===== src/rtl/apb_master_bridge_pkg.sv =====
// ---------------------------------------------------------------------------
// apb_master_bridge_pkg
// Shared types for the APB requester bridge:
//   apb_mst_state_e    - requester FSM states (IDLE / SETUP / ACCESS)
//   apb_cmd_t          - command word at the default bus widths
//   apb_mst_cnt_width  - width of a counter that must reach a given count - 1
// ---------------------------------------------------------------------------
package apb_master_bridge_pkg;

    localparam int APB_MST_DATA_W = 32;
    localparam int APB_MST_ADDR_W = 16;

    typedef enum logic [1:0] {
        MST_IDLE   = 2'd0,
        MST_SETUP  = 2'd1,
        MST_ACCESS = 2'd2
    } apb_mst_state_e;

    // Command word for bridges built at the default widths.
    typedef struct packed {
        logic                      write;
        logic [APB_MST_ADDR_W-1:0] addr;
        logic [APB_MST_DATA_W-1:0] wdata;
    } apb_cmd_t;

    // Bits needed to count 0 .. max_count-1 (at least one bit).
    function automatic int apb_mst_cnt_width(input int max_count);
        return (max_count > 1) ? $clog2(max_count) : 1;
    endfunction

endpackage


===== src/rtl/apb_master_bridge.sv =====
// ---------------------------------------------------------------------------
// apb_master_bridge
// APB requester: converts a valid/ready command stream into APB SETUP/ACCESS
// transfers and returns exactly one response pulse per completed command.
//
// Optional feature macro: APB_MST_TIMEOUT_EN
//   defined   - an ACCESS phase that sees PREADY=0 for TIMEOUT_CYCLES cycles
//               is aborted and reported with rsp_err=1.
//   undefined - ACCESS waits for PREADY indefinitely.
//
// Ports
//   PCLK, PRESETn        clock (rising edge), asynchronous active-low reset
//   cmd_valid/cmd_ready  command handshake
//   cmd_write/addr/wdata command fields, captured on accept
//   rsp_valid            one-cycle response pulse (no backpressure)
//   rsp_rdata/rsp_err    response payload, held between pulses
//   PSELx/PENABLE/PWRITE/PADDR/PWDATA  registered APB request outputs
//   PRDATA/PREADY/PSLVERR              APB completer inputs
// ---------------------------------------------------------------------------
module apb_master_bridge
    import apb_master_bridge_pkg::*;
#(
    parameter int DATA_WIDTH     = APB_MST_DATA_W,
    parameter int ADDR_WIDTH     = APB_MST_ADDR_W,
    parameter int TIMEOUT_CYCLES = 16
) (
    input  logic                  PCLK,
    input  logic                  PRESETn,
    input  logic                  cmd_valid,
    output logic                  cmd_ready,
    input  logic                  cmd_write,
    input  logic [ADDR_WIDTH-1:0] cmd_addr,
    input  logic [DATA_WIDTH-1:0] cmd_wdata,
    output logic                  rsp_valid,
    output logic [DATA_WIDTH-1:0] rsp_rdata,
    output logic                  rsp_err,
    output logic                  PSELx,
    output logic                  PENABLE,
    output logic                  PWRITE,
    output logic [ADDR_WIDTH-1:0] PADDR,
    output logic [DATA_WIDTH-1:0] PWDATA,
    input  logic [DATA_WIDTH-1:0] PRDATA,
    input  logic                  PREADY,
    input  logic                  PSLVERR
);

    // Command latch sized by this instance's parameters.
    typedef struct packed {
        logic                  write;
        logic [ADDR_WIDTH-1:0] addr;
        logic [DATA_WIDTH-1:0] wdata;
    } cmd_t;

    apb_mst_state_e        state_reg, state_next;
    cmd_t                  cmd_reg;
    logic                  psel_reg, penable_reg;
    logic                  rsp_valid_reg, rsp_err_reg;
    logic [DATA_WIDTH-1:0] rsp_rdata_reg;

    logic accept;       // command handshake this cycle
    logic complete;     // current transfer ends this cycle (PREADY or abort)
    logic timeout_hit;  // abort of a stalled ACCESS this cycle

`ifdef APB_MST_TIMEOUT_EN
    localparam int                CNT_W    = apb_mst_cnt_width(TIMEOUT_CYCLES);
    localparam logic [CNT_W-1:0]  CNT_LAST = CNT_W'(TIMEOUT_CYCLES - 1);

    logic [CNT_W-1:0] wait_cnt_reg;

    // Holding the counter at zero outside ACCESS is what clears it on every
    // entry to ACCESS, including back-to-back transfers through SETUP.
    always_ff @(posedge PCLK or negedge PRESETn) begin
        if (!PRESETn) begin
            wait_cnt_reg <= '0;
        end else if (state_reg != MST_ACCESS) begin
            wait_cnt_reg <= '0;
        end else if (!PREADY) begin
            wait_cnt_reg <= wait_cnt_reg + 1'b1;
        end
    end

    // The Nth stalled ACCESS cycle (count N-1 at its start) is the abort cycle.
    assign timeout_hit = (state_reg == MST_ACCESS) && !PREADY && (wait_cnt_reg == CNT_LAST);
`else
    // No watchdog: only a nonsensical negative limit could ever evaluate true,
    // so this is constant zero for every real configuration.
    assign timeout_hit = (TIMEOUT_CYCLES < 0);
`endif

    // ---------------------------------------------------------------------
    // Next-state and handshake decode
    // ---------------------------------------------------------------------
    always_comb begin
        state_next = state_reg;
        cmd_ready  = 1'b0;
        complete   = 1'b0;
        case (state_reg)
            MST_IDLE: begin
                cmd_ready = 1'b1;
                if (cmd_valid) begin
                    state_next = MST_SETUP;
                end
            end
            MST_SETUP: begin
                state_next = MST_ACCESS;
            end
            MST_ACCESS: begin
                if (PREADY) begin
                    // Completion cycle doubles as the accept slot so that
                    // back-to-back commands go straight to SETUP with PSELx high.
                    complete   = 1'b1;
                    cmd_ready  = 1'b1;
                    state_next = cmd_valid ? MST_SETUP : MST_IDLE;
                end else if (timeout_hit) begin
                    complete   = 1'b1;
                    state_next = MST_IDLE;
                end
            end
            default: begin
                state_next = MST_IDLE;
            end
        endcase
    end

    assign accept = cmd_valid && cmd_ready;

    // ---------------------------------------------------------------------
    // State, APB request outputs and command latch
    // PSELx/PENABLE are decoded from the next state so they are flops that
    // line up exactly with the state register.
    // ---------------------------------------------------------------------
    always_ff @(posedge PCLK or negedge PRESETn) begin
        if (!PRESETn) begin
            state_reg   <= MST_IDLE;
            psel_reg    <= 1'b0;
            penable_reg <= 1'b0;
            cmd_reg     <= '0;
        end else begin
            state_reg   <= state_next;
            psel_reg    <= (state_next != MST_IDLE);
            penable_reg <= (state_next == MST_ACCESS);
            if (accept) begin
                cmd_reg.write <= cmd_write;
                cmd_reg.addr  <= cmd_addr;
                cmd_reg.wdata <= cmd_wdata;
            end
        end
    end

    // ---------------------------------------------------------------------
    // Response register: PRDATA/PSLVERR are only looked at when PREADY ends
    // the ACCESS phase; an aborted transfer reports an error with zero data.
    // ---------------------------------------------------------------------
    always_ff @(posedge PCLK or negedge PRESETn) begin
        if (!PRESETn) begin
            rsp_valid_reg <= 1'b0;
            rsp_err_reg   <= 1'b0;
            rsp_rdata_reg <= '0;
        end else begin
            rsp_valid_reg <= complete;
            if (complete) begin
                if (PREADY) begin
                    rsp_err_reg   <= PSLVERR;
                    rsp_rdata_reg <= (!cmd_reg.write && !PSLVERR) ? PRDATA : '0;
                end else begin
                    rsp_err_reg   <= 1'b1;
                    rsp_rdata_reg <= '0;
                end
            end
        end
    end

    assign PSELx     = psel_reg;
    assign PENABLE   = penable_reg;
    assign PWRITE    = cmd_reg.write;
    assign PADDR     = cmd_reg.addr;
    assign PWDATA    = cmd_reg.wdata;
    assign rsp_valid = rsp_valid_reg;
    assign rsp_err   = rsp_err_reg;
    assign rsp_rdata = rsp_rdata_reg;

endmodule


===== config.mk =====
export PLATFORM = sky130hd
export DESIGN_NAME = apb_master_bridge
export DESIGN_NICKNAME = d
export VERILOG_FILES = /design/src/rtl/apb_master_bridge_pkg.sv /design/src/rtl/apb_master_bridge.sv
export SDC_FILE = /design/constraint.sdc
export NUM_CORES = 1
export LEC_CHECK = 0
export CORE_UTILIZATION = 43
export CTS_CLUSTER_DIAMETER = 200
export DETAILED_ROUTE_END_ITERATION = 7
export PLACE_DENSITY_LB_ADDON = 0.08
export SLEW_MARGIN = 20
export SYNTH_ARGS = -nofsm -noshare
export SYNTH_HDL_FRONTEND = slang
export SYNTH_SLANG_ARGS = --single-unit
export TNS_END_PERCENT = 50

===== constraint.sdc =====
create_clock -name PCLK -period 4.2 [get_ports PCLK]
set_clock_uncertainty 0.2 [all_clocks]
set_input_delay 0.63 -clock PCLK [delete_from_list [all_inputs] [get_ports PCLK]]
set_output_delay 0.63 -clock PCLK [all_outputs]
set_load 0.005 [all_outputs]

# Word-level counts from Yosys, hierarchy flattened
# Index checks and enable logic that the tools add are counted.
totals:
  out_inout_bits: 86
  in_bits: 86
  rom_bits: 0
  ramBits: 0
  regBits: 87
  word_cells: 28
  n_memories: 0
  latch_bits: 0
classes:
  add_sub_neg: 0
  mux: 10
  n_eq_ne: 3
  bitwise_logic: 0
  multipliers: 0
  div_mod_pow: 0
  shifts: 0
  n_lt_le_gt_ge: 0
  reduce_logical: 6
op_table:
  columns: ["cell", "n"]
  rows:
  - ["2-to-1 mux 32 bit", 2]
  - ["one-hot mux 2 bit (3 select lines)", 1]
  - ["equality test 2 bit (second input constant)", 2]
  - ["2-to-1 mux 1 bit", 4]
  - ["2-to-1 mux 2 bit", 2]
  - ["equality test 2 x 1 -> 1 bit (second input constant)", 1]
  - ["logical AND 1 bit", 2]
  - ["logical NOT 1 bit", 2]
  - ["logical NOT 2 bit", 1]
  - ["one-hot mux 1 bit (2 select lines)", 1]
  - ["nonzero test 2 bit", 1]

# Logic depth before layout (Yosys ltp)
logic_depth:
  ltp_word: 4
  mapped_depth: 5
  ltp_nobuf: 3

# Worst setup path before layout
# OpenSTA, ideal clock, no wires.
synth_timing:
  path_type: "input-to-reg"
  startpoint: "input PREADY"
  endpoint: "register cmd_reg, in the netlist PADDR[0]"
  setup_time_ns: 0.125
  t_required_ns: 3.875
  path_buffers: 1
  path_slack_ns: 2.374
  t_arrival_ns: 1.501
  path_stages: 4
  cell_sequence: "nor2b_4 -> nor3b_4 -> buf_6 -> mux2_2"
synth_between:
  elab_chain_cells: 3
synth_lines:
  columns: ["element", "line", "rtl"]
  rows:
  - ["start: declaration", "apb_master_bridge.sv:43", "input logic PREADY,"]
  - ["2-to-1 mux 1 bit", "apb_master_bridge.sv:108", "if (PREADY) begin"]
  - ["one-hot mux 1 bit (2 select lines)", "apb_master_bridge.sv:97", "case (state_reg)"]
  - ["logical AND 1 bit", "apb_master_bridge.sv:125", "assign accept = cmd_valid && cmd_ready;"]
  - ["end: declaration", "apb_master_bridge.sv:55", "cmd_t cmd_reg;"]
# Every way passes these cells.
# A chain may end at the register's enable or synchronous reset.

# Worst setup path in the final report
layout_timing:
  startpoint: "input PREADY"
  endpoint: "output cmd_ready"
layout_between:
  elab_chain_cells: 2
layout_lines:
  columns: ["element", "line", "rtl"]
  rows:
  - ["2-to-1 mux 1 bit", "apb_master_bridge.sv:108", null]
  - ["one-hot mux 1 bit (2 select lines)", "apb_master_bridge.sv:97", null]
  - ["end: declaration", "apb_master_bridge.sv:30", "output logic cmd_ready,"]
# Every way passes these cells.

==> impl_metrics.py <==
metrics = {
    "pwr": {
        "clkPwrFrac": 0.207,
        "leakagePower_uw": 0.00220,
        "p_comb_frac": 0.349,
        "intPower_uw": 2020,
        "power_density_mw_per_mm2": 513,
        "ir_drop_v": 0.000281,
        "pwr-share-seq": 0.444,
        "totalPowerFinal_uw": 2710,
        "swShare": 0.253,
        "p_sw_uw": 685,
    },
    "timing": {
        "fmax_ghz": 0.374,
        "hold_violations": 0,
        "tns_ns": 0,
        "tightestPinTransition_ns": 0.791,
        "rsz0062_at_grt": "false",
        "relSlewSlack": 0.472,
        "period_share": 0.636,
        "setup_slack_ns": 1.53,
        "drv_slew": 0,
        "whs_ns": 0.127,
        "setup_viol": 0,
        "period_needed_ns": 2.67,
    },
    "clock_tree": {
        "cts.sinks": 87,
        "cts-root-buf": "clkbuf_8",
        "clk_pin_slew_worst_paths_ns": 0.07,
        "cts_max_level": 3,
        "post_cts_buffers": 0,
        "numCtsBuffers": 9,
        "cts_buffer_depth": 2,
        "ctsResizeCount": 0,
        "ctsHoldBuffers": 0,
        "cts_tree": "yes",
        "clock_latency_ns": 0.34,
    },
    "outcome": {
        "status": "complete, no violations",
    },
    "yosys": {
        "ys_warn_count": 0,
        "synth_flop_cell": "dfrtp_1",
        "synth_top_cells_by_count": "dfrtp_1 (87), nand2_1 (64), mux2_2 (52)",
        "synthTopCellsByArea": "dfrtp_1 (65%), mux2_2 (18%), nand2_1 (7.2%), o21ai_0 (4.8%), buf_6 (1.7%)",
        "async_reset_ff_frac": 1.00,
        "syn_avg_cell_area_um2": 12.9,
        "synth_top_cell_area_share": 0.655,
        "yosysTopAreaCell": "dfrtp_1",
        "synth_area_mm2": 0.00332,
        "synth_fp_nets": 344,
        "synth_cells": 258,
        "ys_types": 13,
        "synth_edf_count": 0,
        "ys_ff_latch": 87,
        "synth.most_common_cell": "dfrtp_1",
        "ys_seq_area_frac": 0.655,
    },
    "floorplan": {
        "dieArea_mm2": 0.00809,
        "coreArea_mm2": 0.00737,
        "die_h_um": 89.9,
        "initial_core_util": 0.451,
        "die_w_um": 89.9,
        "ios": 172,
        "rows": 31,
    },
    "place": {
        "gp_congestion": 0.730,
        "portBuffers": 171,
        "hpwl_um": 5220,
        "dp_slack_ns": 1.52,
        "dp_cells": 517,
    },
    "grt": {
        "grt_antenna_before_repair": 0,
        "grt_max_degree": 88,
        "track_usage": 0.194,
        "first_global_vias": 2543,
        "grt_overflow": 0,
        "grt_pass1_wl_um": 12300,
    },
    "worst_setup_path": {
        "crit_path_end_kind": "output pin",
        "cp_slowest_cell": "clkdlybuf4s50_1",
        "reg2reg_slack_ns": 2.42,
        "crit_required_ns": 3.37,
        "crit_family": "buffers and inverters",
        "cpPeakStageDelay_ns": 0.53,
        "critPathLaunchType": "primary input",
        "timing.rr.start": "state_reg[0]",
        "path_class": "in -> out",
        "path_buf_inv": 2,
        "worst_ep_arrival_time_ns": 1.84,
        "r2r_cells": 3,
        "cp_common_cell": "clkdlybuf4s50_1",
        "cp_max_fo": 4,
        "path_cells": "clkdlybuf4s50_1, nor2b_4, nor2_1, clkdlybuf4s50_1",
        "worstReg2RegEnd": "rsp_err",
    },
    "detailed_routing": {
        "wl_um": 7390,
        "postRouteAntennaNets": 0,
        "drc_errors": 0,
        "drt-initial-drc-count": 40,
        "routedWlPerCell_um": 13.9,
        "via_per_inst": 4.71,
        "via_count": 2497,
        "first_pass_iters": 4,
    },
    "hold_path": {
        "hold_path.class": "in -> async",
    },
    "cells_and_area": {
        "antenna_cells": 0,
        "layout.cells.non_filler": 530,
        "drive_above_1_share": 0.169,
        "synthToLayoutAreaGrowth_pct": 58.8,
        "nNetsFinal": 515,
    },
    "job": {
        "maxCapViolations": 0,
    },
}
-- cell usage in the layout, fill, tap and decap left out, drive strengths merged --
master,n
dfrtp,87
clkdlybuf4s50,170
clkbuf,12
nor3b,1
buf,5
mux2,52
o21ai,32
nor2,2
inv,2
nand2,64
nand3b,1
or2,1
bufinv,1
nor2b,1
-- per-layer routing --
| metal | routed length (um) | GRT usage | vias to the layer above | part of all wire |
|---|---|---|---|---|
| li1 | - | - | 1193 | - |
| met1 | 3100 | 0.248 | 1187 | 0.42 |
| met2 | 3490 | 0.300 | 103 | 0.47 |
| met3 | 635 | 0.0660 | 14 | 0.086 |
| met4 | 168 | 0.0847 | 0 | 0.023 |
| met5 | 0 | 0 | - | 0 |
-- power by group through the flow --
stage	Combinational (uW)	Sequential (uW)	Clock (uW)
floorplan	297	1240	0
global placement	944	1210	0
detailed placement	956	1220	0
CTS	961	1210	579
global route	1020	1240	613
finish	945	1200	559
-- per-stage QoR --
step	cell area, um2	util
5_1_grt	5280	0.716
3_5_place_dp	5090	0.691
6_report	5280	0.716
4_1_cts	5280	0.716
3_3_place_gp	5090	0.691
2_1_floorplan	3320	-
-- cells by family after synthesis --
family,Yosys count,synth area share
buffers and inverters,17,0.0324
muxes,52,0.176
and+or+nand+nor,70,0.0884
AOI/OAI and AO/OA,32,0.0482
DFF,87,0.655
-- worst register-to-register path, cell delays in order, from the launching register on --
cell	delay, ns
dfrtp_1	0.46
nand3b_1	0.15
buf_4	0.46
mux2_2	0.40
-- layout make-up --
| class | count | area, um2 |
|---|---|---|
| Fill cell | 575 | 2090 |
| Sequential cell | 87 | 2180 |
| Clock inverter | 1 | 30.0 |
| Multi-Input combinational cell | 154 | 1040 |
| Clock buffer | 12 | 155 |
| Timing Repair Buffer | 175 | 1740 |
| Inverter | 2 | 7.51 |
| Tap cell | 99 | 124 |
-- worst max path at each step --
stage / startpoint / endpoint / cells after the start
floorplan: PREADY / PADDR[0] / 4
global placement: PREADY / cmd_ready / 4
detailed placement: PREADY / cmd_ready / 4
CTS: PREADY / cmd_ready / 4
global route: PREADY / cmd_ready / 4
finish: PREADY / cmd_ready / 4
Note: power is estimated with default switching activity, not from simulation.
